`config.mk`:
```
export PLATFORM = sky130hd
export DESIGN_NAME = muldiv_ctrl_flat
export DESIGN_NICKNAME = d
export VERILOG_FILES = /design/src/rtl/muldiv_if.sv /design/src/rtl/muldiv_ctrl.sv /design/src/flat_wrapper.sv
export SDC_FILE = /design/constraint.sdc
export NUM_CORES = 1
export LEC_CHECK = 0
export ABC_AREA = 1
export BUFFER_PORTS_ARGS = -buffer_cell sky130_fd_sc_hd__buf_2
export CAP_MARGIN = 20
export CELL_PAD_IN_SITES_DETAIL_PLACEMENT = 0
export CELL_PAD_IN_SITES_GLOBAL_PLACEMENT = 1
export CORE_MARGIN = 5
export CORE_UTILIZATION = 44
export DETAILED_ROUTE_END_ITERATION = 10
export GPL_TIMING_DRIVEN = 0
export HOLD_SLACK_MARGIN = 0.06
export PLACE_DENSITY = 0.86
export SLEW_MARGIN = 25
export SYNTH_ARGS = -nofsm -noshare
export SYNTH_HDL_FRONTEND = slang
export SYNTH_SLANG_ARGS = --single-unit
export TNS_END_PERCENT = 100
```
`constraint.sdc`:
```
create_clock -name clk -period 9.6 [get_ports clk]
set_input_delay 0.96 -clock clk [delete_from_list [all_inputs] [get_ports clk]]
set_output_delay 0.96 -clock clk [all_outputs]
set_load 0.005 [all_outputs]
```
`src/rtl/muldiv_if.sv`:
```
// Request/result bundle between the pipeline and the HI/LO multiply-divide unit.
// Carries the operation request, the abort, the stall request and the HI/LO write port.
// The pipeline drives the request side; the unit drives the status and write side.
interface muldiv_if;
    logic        start;
    logic [2:0]  op;
    logic [31:0] a;
    logic [31:0] b;
    logic        flush;
    logic        busy;
    logic        done;
    logic        hi_we;
    logic        lo_we;
    logic [31:0] hi_wdata;
    logic [31:0] lo_wdata;

    modport master (
        output start, op, a, b, flush,
        input  busy, done, hi_we, lo_we, hi_wdata, lo_wdata
    );

    modport slave (
        input  start, op, a, b, flush,
        output busy, done, hi_we, lo_we, hi_wdata, lo_wdata
    );
endinterface

```
`src/rtl/muldiv_ctrl.sv`:
```
// Iterative MULT/MULTU/DIV/DIVU plus MTHI/MTLO sequencer writing the HI/LO registers.
// Latency: mul/div write 34 cycles after acceptance, moves write 1 cycle after acceptance.
// Backpressure: busy stalls the pipeline; start is ignored unless idle, flush aborts CALC/FIX.
module muldiv_ctrl #(
    parameter logic [31:0] DIV0_LO = 32'hFFFFFFFF
) (
    input  logic     clk,
    input  logic     rst,
    muldiv_if.slave  bus
);

    typedef enum logic [1:0] {
        S_IDLE  = 2'd0,
        S_CALC  = 2'd1,
        S_FIX   = 2'd2,
        S_WRITE = 2'd3
    } state_t;

    localparam logic [2:0] OP_MTHI = 3'b100;
    localparam logic [2:0] OP_MTLO = 3'b101;

    state_t      state_q, state_d;
    logic [4:0]  cnt_q;
    logic [2:0]  op_q;
    logic [31:0] a_q;        // original dividend, written to HI on divide-by-zero
    logic [31:0] opnd_q;     // multiplicand magnitude or divisor magnitude
    logic [31:0] acc_hi_q;   // product high half / partial remainder
    logic [31:0] acc_lo_q;   // multiplier shifting out / quotient shifting in
    logic        neg_q;      // negate product or quotient in FIX
    logic        rem_neg_q;  // negate remainder in FIX
    logic        div0_q;
    logic [31:0] hi_wdata_q, lo_wdata_q;

    // Acceptance decode: flush always wins over a coincident start.
    logic accept, accept_md, accept_mv;
    assign accept    = (state_q == S_IDLE) && bus.start && !bus.flush;
    assign accept_md = accept && !bus.op[2];
    assign accept_mv = accept && bus.op[2] && !bus.op[1];

    // Operand magnitudes for the signed ops; unsigned ops pass straight through.
    logic        signed_op, a_neg, b_neg;
    logic [31:0] mag_a, mag_b;
    assign signed_op = !bus.op[0];
    assign a_neg     = signed_op && bus.a[31];
    assign b_neg     = signed_op && bus.b[31];
    assign mag_a     = a_neg ? (~bus.a + 32'd1) : bus.a;
    assign mag_b     = b_neg ? (~bus.b + 32'd1) : bus.b;

    logic is_div;
    assign is_div = op_q[1];

    // One shift-add step: conditionally add the multiplicand, then shift the 65-bit sum right.
    logic [32:0] mul_sum;
    assign mul_sum = {1'b0, acc_hi_q} + (acc_lo_q[0] ? {1'b0, opnd_q} : 33'd0);

    // One restoring-divide step: shift the next dividend bit into the remainder and try to subtract.
    logic [32:0] rem_sh, rem_diff;
    logic        rem_ge;
    assign rem_sh   = {acc_hi_q, acc_lo_q[31]};
    assign rem_diff = rem_sh - {1'b0, opnd_q};
    assign rem_ge   = (rem_sh >= {1'b0, opnd_q});

    // Sign fix-up and result selection applied while in FIX.
    logic [63:0] prod, prod_fix;
    logic [31:0] quo_fix, rem_fix, fix_hi, fix_lo;
    assign prod     = {acc_hi_q, acc_lo_q};
    assign prod_fix = neg_q ? (~prod + 64'd1) : prod;
    assign quo_fix  = neg_q ? (~acc_lo_q + 32'd1) : acc_lo_q;
    assign rem_fix  = rem_neg_q ? (~acc_hi_q + 32'd1) : acc_hi_q;

    // Pick HI/LO write data for the completed mul/div, including the divide-by-zero values.
    always_comb begin
        fix_hi = prod_fix[63:32];
        fix_lo = prod_fix[31:0];
        if (is_div) begin
            if (div0_q) begin
                fix_hi = a_q;
                fix_lo = DIV0_LO;
            end else begin
                fix_hi = rem_fix;
                fix_lo = quo_fix;
            end
        end
    end

    // State register.
    always_ff @(posedge clk or posedge rst) begin
        if (rst) state_q <= S_IDLE;
        else     state_q <= state_d;
    end

    // Next-state logic: CALC runs 32 counted cycles, FIX and WRITE one cycle each.
    always_comb begin
        state_d = state_q;
        unique case (state_q)
            S_IDLE: begin
                if (accept_md)      state_d = S_CALC;
                else if (accept_mv) state_d = S_WRITE;
            end
            S_CALC: begin
                if (bus.flush)             state_d = S_IDLE;
                else if (cnt_q == 5'd31)   state_d = S_FIX;
            end
            S_FIX: begin
                if (bus.flush) state_d = S_IDLE;
                else           state_d = S_WRITE;
            end
            S_WRITE: state_d = S_IDLE;
            default: state_d = S_IDLE;
        endcase
    end

    // Operand latch at acceptance and the per-cycle multiply/divide iteration.
    always_ff @(posedge clk or posedge rst) begin
        if (rst) begin
            cnt_q     <= 5'd0;
            op_q      <= 3'd0;
            a_q       <= 32'd0;
            opnd_q    <= 32'd0;
            acc_hi_q  <= 32'd0;
            acc_lo_q  <= 32'd0;
            neg_q     <= 1'b0;
            rem_neg_q <= 1'b0;
            div0_q    <= 1'b0;
        end else if (accept_md) begin
            cnt_q     <= 5'd0;
            op_q      <= bus.op;
            a_q       <= bus.a;
            opnd_q    <= bus.op[1] ? mag_b : mag_a;
            acc_hi_q  <= 32'd0;
            acc_lo_q  <= bus.op[1] ? mag_a : mag_b;
            neg_q     <= a_neg ^ b_neg;
            rem_neg_q <= a_neg;
            div0_q    <= bus.op[1] && (bus.b == 32'd0);
        end else if (accept_mv) begin
            op_q      <= bus.op;
        end else if (state_q == S_CALC) begin
            cnt_q <= cnt_q + 5'd1;
            if (is_div) begin
                acc_hi_q <= rem_ge ? rem_diff[31:0] : rem_sh[31:0];
                acc_lo_q <= {acc_lo_q[30:0], rem_ge};
            end else begin
                acc_hi_q <= mul_sum[32:1];
                acc_lo_q <= {mul_sum[0], acc_lo_q[31:1]};
            end
        end
    end

    // Write-data registers: loaded on entry to WRITE, otherwise hold the last written value.
    always_ff @(posedge clk or posedge rst) begin
        if (rst) begin
            hi_wdata_q <= 32'd0;
            lo_wdata_q <= 32'd0;
        end else if (accept_mv) begin
            if (bus.op == OP_MTHI) hi_wdata_q <= bus.a;
            else                   lo_wdata_q <= bus.a;
        end else if ((state_q == S_FIX) && !bus.flush) begin
            hi_wdata_q <= fix_hi;
            lo_wdata_q <= fix_lo;
        end
    end

    assign bus.busy     = (state_q != S_IDLE);
    assign bus.done     = (state_q == S_WRITE);
    assign bus.hi_we    = (state_q == S_WRITE) && (op_q != OP_MTLO);
    assign bus.lo_we    = (state_q == S_WRITE) && (op_q != OP_MTHI);
    assign bus.hi_wdata = hi_wdata_q;
    assign bus.lo_wdata = lo_wdata_q;

endmodule
```
`src/flat_wrapper.sv`:
```
// flat-port wrapper written by rule: the top's interface ports become plain ports
module muldiv_ctrl_flat 
#(
    parameter logic [31:0] DIV0_LO = 32'hFFFFFFFF
)
  (clk, rst, bus_start, bus_op, bus_a, bus_b, bus_flush, bus_busy, bus_done, bus_hi_we, bus_lo_we, bus_hi_wdata, bus_lo_wdata);
  muldiv_if bus_i ();
  input  logic clk;
  input  logic rst;
  input wire logic [$bits(bus_i.start)-1:0] bus_start;
  input wire logic [$bits(bus_i.op)-1:0] bus_op;
  input wire logic [$bits(bus_i.a)-1:0] bus_a;
  input wire logic [$bits(bus_i.b)-1:0] bus_b;
  input wire logic [$bits(bus_i.flush)-1:0] bus_flush;
  output wire logic [$bits(bus_i.busy)-1:0] bus_busy;
  output wire logic [$bits(bus_i.done)-1:0] bus_done;
  output wire logic [$bits(bus_i.hi_we)-1:0] bus_hi_we;
  output wire logic [$bits(bus_i.lo_we)-1:0] bus_lo_we;
  output wire logic [$bits(bus_i.hi_wdata)-1:0] bus_hi_wdata;
  output wire logic [$bits(bus_i.lo_wdata)-1:0] bus_lo_wdata;
  assign bus_i.start = bus_start;
  assign bus_i.op = bus_op;
  assign bus_i.a = bus_a;
  assign bus_i.b = bus_b;
  assign bus_i.flush = bus_flush;
  assign bus_busy = bus_i.busy;
  assign bus_done = bus_i.done;
  assign bus_hi_we = bus_i.hi_we;
  assign bus_lo_we = bus_i.lo_we;
  assign bus_hi_wdata = bus_i.hi_wdata;
  assign bus_lo_wdata = bus_i.lo_wdata;
  muldiv_ctrl #(.DIV0_LO(DIV0_LO)) u_core (.clk(clk), .rst(rst), .bus(bus_i));
endmodule
```
==> flow_summary.yaml <==
floorplanning:
  rows: 78
  die_h_um: 225
  die_x_um: 225
  initial_utilization_pct: 44.5
  io_pins: 139
  fp.coreArea_mm2: 0.0455
  die-area_mm2: 0.0504
critical_path:
  r2r_end: "u_core.acc_hi_q[9]"
  critical_path.max_stage_delay_ns: 0.69
  crit_path_cell_trace: "buf_2, buf_1, nand2_1, inv_1, ha_1, inv_1, fa_1, o21ai_1, nand2_1, nand2_1, nand2_1, nand2_1, xor2_1, o21ai_0, inv_1, nand2_1, nand2_1"
  crit_path_end_kind: "flip-flop"
  crit_cells: 17
  ff2ff_path_depth: 17
  cp_slowest_cell: "o21ai_1"
  critPathTopFamily: "buffers and inverters"
  worstReg2RegStart: "u_core.acc_lo_q[0]"
  r2r_slack_ns: 5.50
  setup.worst_path.start_class: "flip-flop"
  worst_ep_arrival_time_ns: 4.57
  path_class: "flip-flop to flip-flop"
  path_max_fanout: 10
  crit_path_frequent_cell: "nand2_1"
  worstPathRequired_ns: 10.08
  cp.buffers_inverters: 5
global_route:
  grt_pass1_vias: 23600
  grt_pass1_wl_um: 151000
  gr-total-overflow: 0
  antenna_found_initial: 1
  grt_max_degree: 91
  grt.total_usage_pct: 40.1
synthesis:
  ys_seq_area_share_pct: 25.3
  synthTopCellsByArea: "dfrtp_1 25%, nand2_1 20%, nor2_1 9.0%"
  synth_cells: 3489
  synth_nets: 3632
  synthDistinctLibCells: 49
  yosys_warnings: 0
  synth_top_area_share_pct: 25.3
  synth_area_mm2: 0.0203
  synth_area_leader_cell: "dfrtp_1"
  synth_seq_cells: 205
  syn_area_per_cell_um2: 5.81
sta:
  period_share_pct: 42.7
  final_hold_viol_count: 0
  setup-tns-final_ns: 0
  grt_setup_unrepaired: "false"
  max_freq_mhz: 244
  relSlewSlack_pct: 26.4
  worst_slew_pin_slew_ns: 1.10
  final.min_clock_period_ns: 4.10
  setup_viol: 0
  skew_ns: 0.0231
  hold_ws_ns: 0.368
  report.final.slew_viol_count: 0
pwr:
  switching_share_pct: 58.7
  powerDensity_mw_per_mm2: 397
  ir_drop_mv: 0.185
  p_clk_share_pct: 11.0
  power.total_mw: 8.97
  p_int_mw: 3.70
  power_leakage_nw: 11.8
  power_frac_comb_pct: 68.6
  switchingPower_mw: 5.27
  pwr-share-seq_pct: 20.4
layout:
  syn2layout_area_growth_pct: 11.5
  nets: 3798
  final_cells: 4273
  layout_common_cells: "1076 x nand2_1, 483 x nor2_1, 405 x inv_1, 362 x nand3_1, 246 x o21ai_0"
  diodes: 0
  drive_gt1_share_pct: 7.46
  final_common_cell: "nand2_1"
  fin_area_mm2: 0.0226
cts:
  clkSinkCount: 205
  clockBufferDepth: 3
  post_cts_buffers: 0
  htreeDepth: 1
  numCtsBuffers: 25
  clk_latency_ns: 0.56
  cts_tree: "yes"
  clock_tree.root_cell: "clkbuf_16"
  clk_pin_slew_ns: 0.06
  cts_resized: 0
  cts_hold_buf: 0
route:
  postRouteAntennaNets: 0
  drc: 0
  wirelength_um: 105000
  drtPass1Iterations: 6
  wire_per_inst_um: 24.5
  routed_via_density: 5.84
  dr_total_vias: 25000
  drtIter0Drc: 2851
place:
  gp_congestion: 1.07
  port_buffers: 137
  post-dp-hpwl_um: 86600
  dpl-instance-area_mm2: 0.0218
  dp.cells: 4228
run_status:
  outcome: "completed"
worst_hold_path:
  min_path_type: "input pin to async pin"
flow_run:
  cap_viol_max_count: 0
-- area by class of cell --
type / instances / area [um2]
Clock inverter: 10 / 95.1
Tap cell: 600 / 751
Inverter: 417 / 1570
Buffer: 138 / 598
Timing Repair Buffer: 139 / 741
Multi-Input combinational cell: 2729 / 13000
Clock buffer: 35 / 733
Sequential cell: 205 / 5130
Fill cell: 5151 / 22900
-- sequential cells by signal (all words and copies together), names as in the netlist --
name / cells
u_core.acc_lo_q: 32
u_core.op_q: 3
u_core.cnt_q: 5
u_core.opnd_q: 32
u_core.bus.hi_wdata: 32
u_core.neg_q: 1
u_core.state_q: 2
u_core.acc_hi_q: 32
u_core.bus.lo_wdata: 32
u_core.div0_q: 1
u_core.rem_neg_q: 1
u_core.a_q: 32
-- worst reg2reg max path, delay by kind of cell (launching register included) --
kind                     cells  cell delay, ns
AO/OA/AOI/OAI                2            0.85
XOR/XNOR                     1            0.42
adder cells (fa/ha/maj)      2            0.63
buffers and inverters        5            1.05
flip-flops                   1            0.32
AND/OR/NAND/NOR              7            0.75
-- synth_stat cells, drive strengths merged --
cell type,number
o31ai,7
fa,2
o21ai,269
a21o,1
xnor2,4
a211oi,1
a31o,3
clkbuf,82
dfrtp,205
buf,56
clkinv,2
nand3,366
o211ai,16
a22o,2
a22oi,3
a31oi,12
xor2,73
nor2,500
nor4,6
nand4,26
nand2,1084
a21oi,183
or2,9
o21bai,10
nand3b,16
inv,415
ha,70
o22ai,28
o221ai,2
nor3,26
and2,4
nand2b,1
o21a,4
a21boi,1
-- cells by family after synthesis --
| family | after synthesis | share of synthesized area (%) |
|---|---|---|
| AOI/OAI and AO/OA | 542 | 14.4 |
| adders and majority gates | 72 | 4.52 |
| xor gates and xnor gates | 77 | 3.33 |
| DFF | 205 | 25.3 |
| buffers and inverters | 555 | 10.7 |
| and+or+nand+nor | 2038 | 41.8 |
-- stage by stage --
step | utilization, % | setup slack (ns)
floorplan | - | 3.04
global placement | 47.7 | 0.264
detailed placement | 47.8 | 5.66
CTS | 49.7 | 5.62
global route | 49.7 | 5.36
finish | 49.7 | 5.50
-- layer usage --
metal  vias to the layer above  track usage, %  wire, um
met3                       294            10.6     12000
li1                      11500               -         -
met2                      1383            62.7     45400
met1                     11800            51.8     40900
met4                         2            18.8      6330
met5                         -               0         9
-- worst max path at each step --
stage	start	endpoint	slack, ns
final	u_core.acc_lo_q[0]	u_core.acc_hi_q[9]	5.50
after floorplan	rst	u_core.a_q[0]	3.04
after global placement	rst	u_core.cnt_q[3]	0.26
after detailed placement	u_core.acc_lo_q[0]	u_core.acc_hi_q[17]	5.66
after CTS	u_core.acc_lo_q[0]	u_core.acc_hi_q[9]	5.62
after global routing	u_core.acc_lo_q[0]	u_core.acc_hi_q[17]	5.36
-- power groups by stage --
stage	Clock, mW	Combinational [mW]	Sequential [mW]
after floorplan	0	3.91	1.59
after CTS	0.974	5.97	1.80
final	0.987	6.15	1.83
after global routing	1.01	6.69	1.85
after global placement	0	5.95	1.81
after detailed placement	0	5.94	1.81
Power figures use the tool's default switching activity.
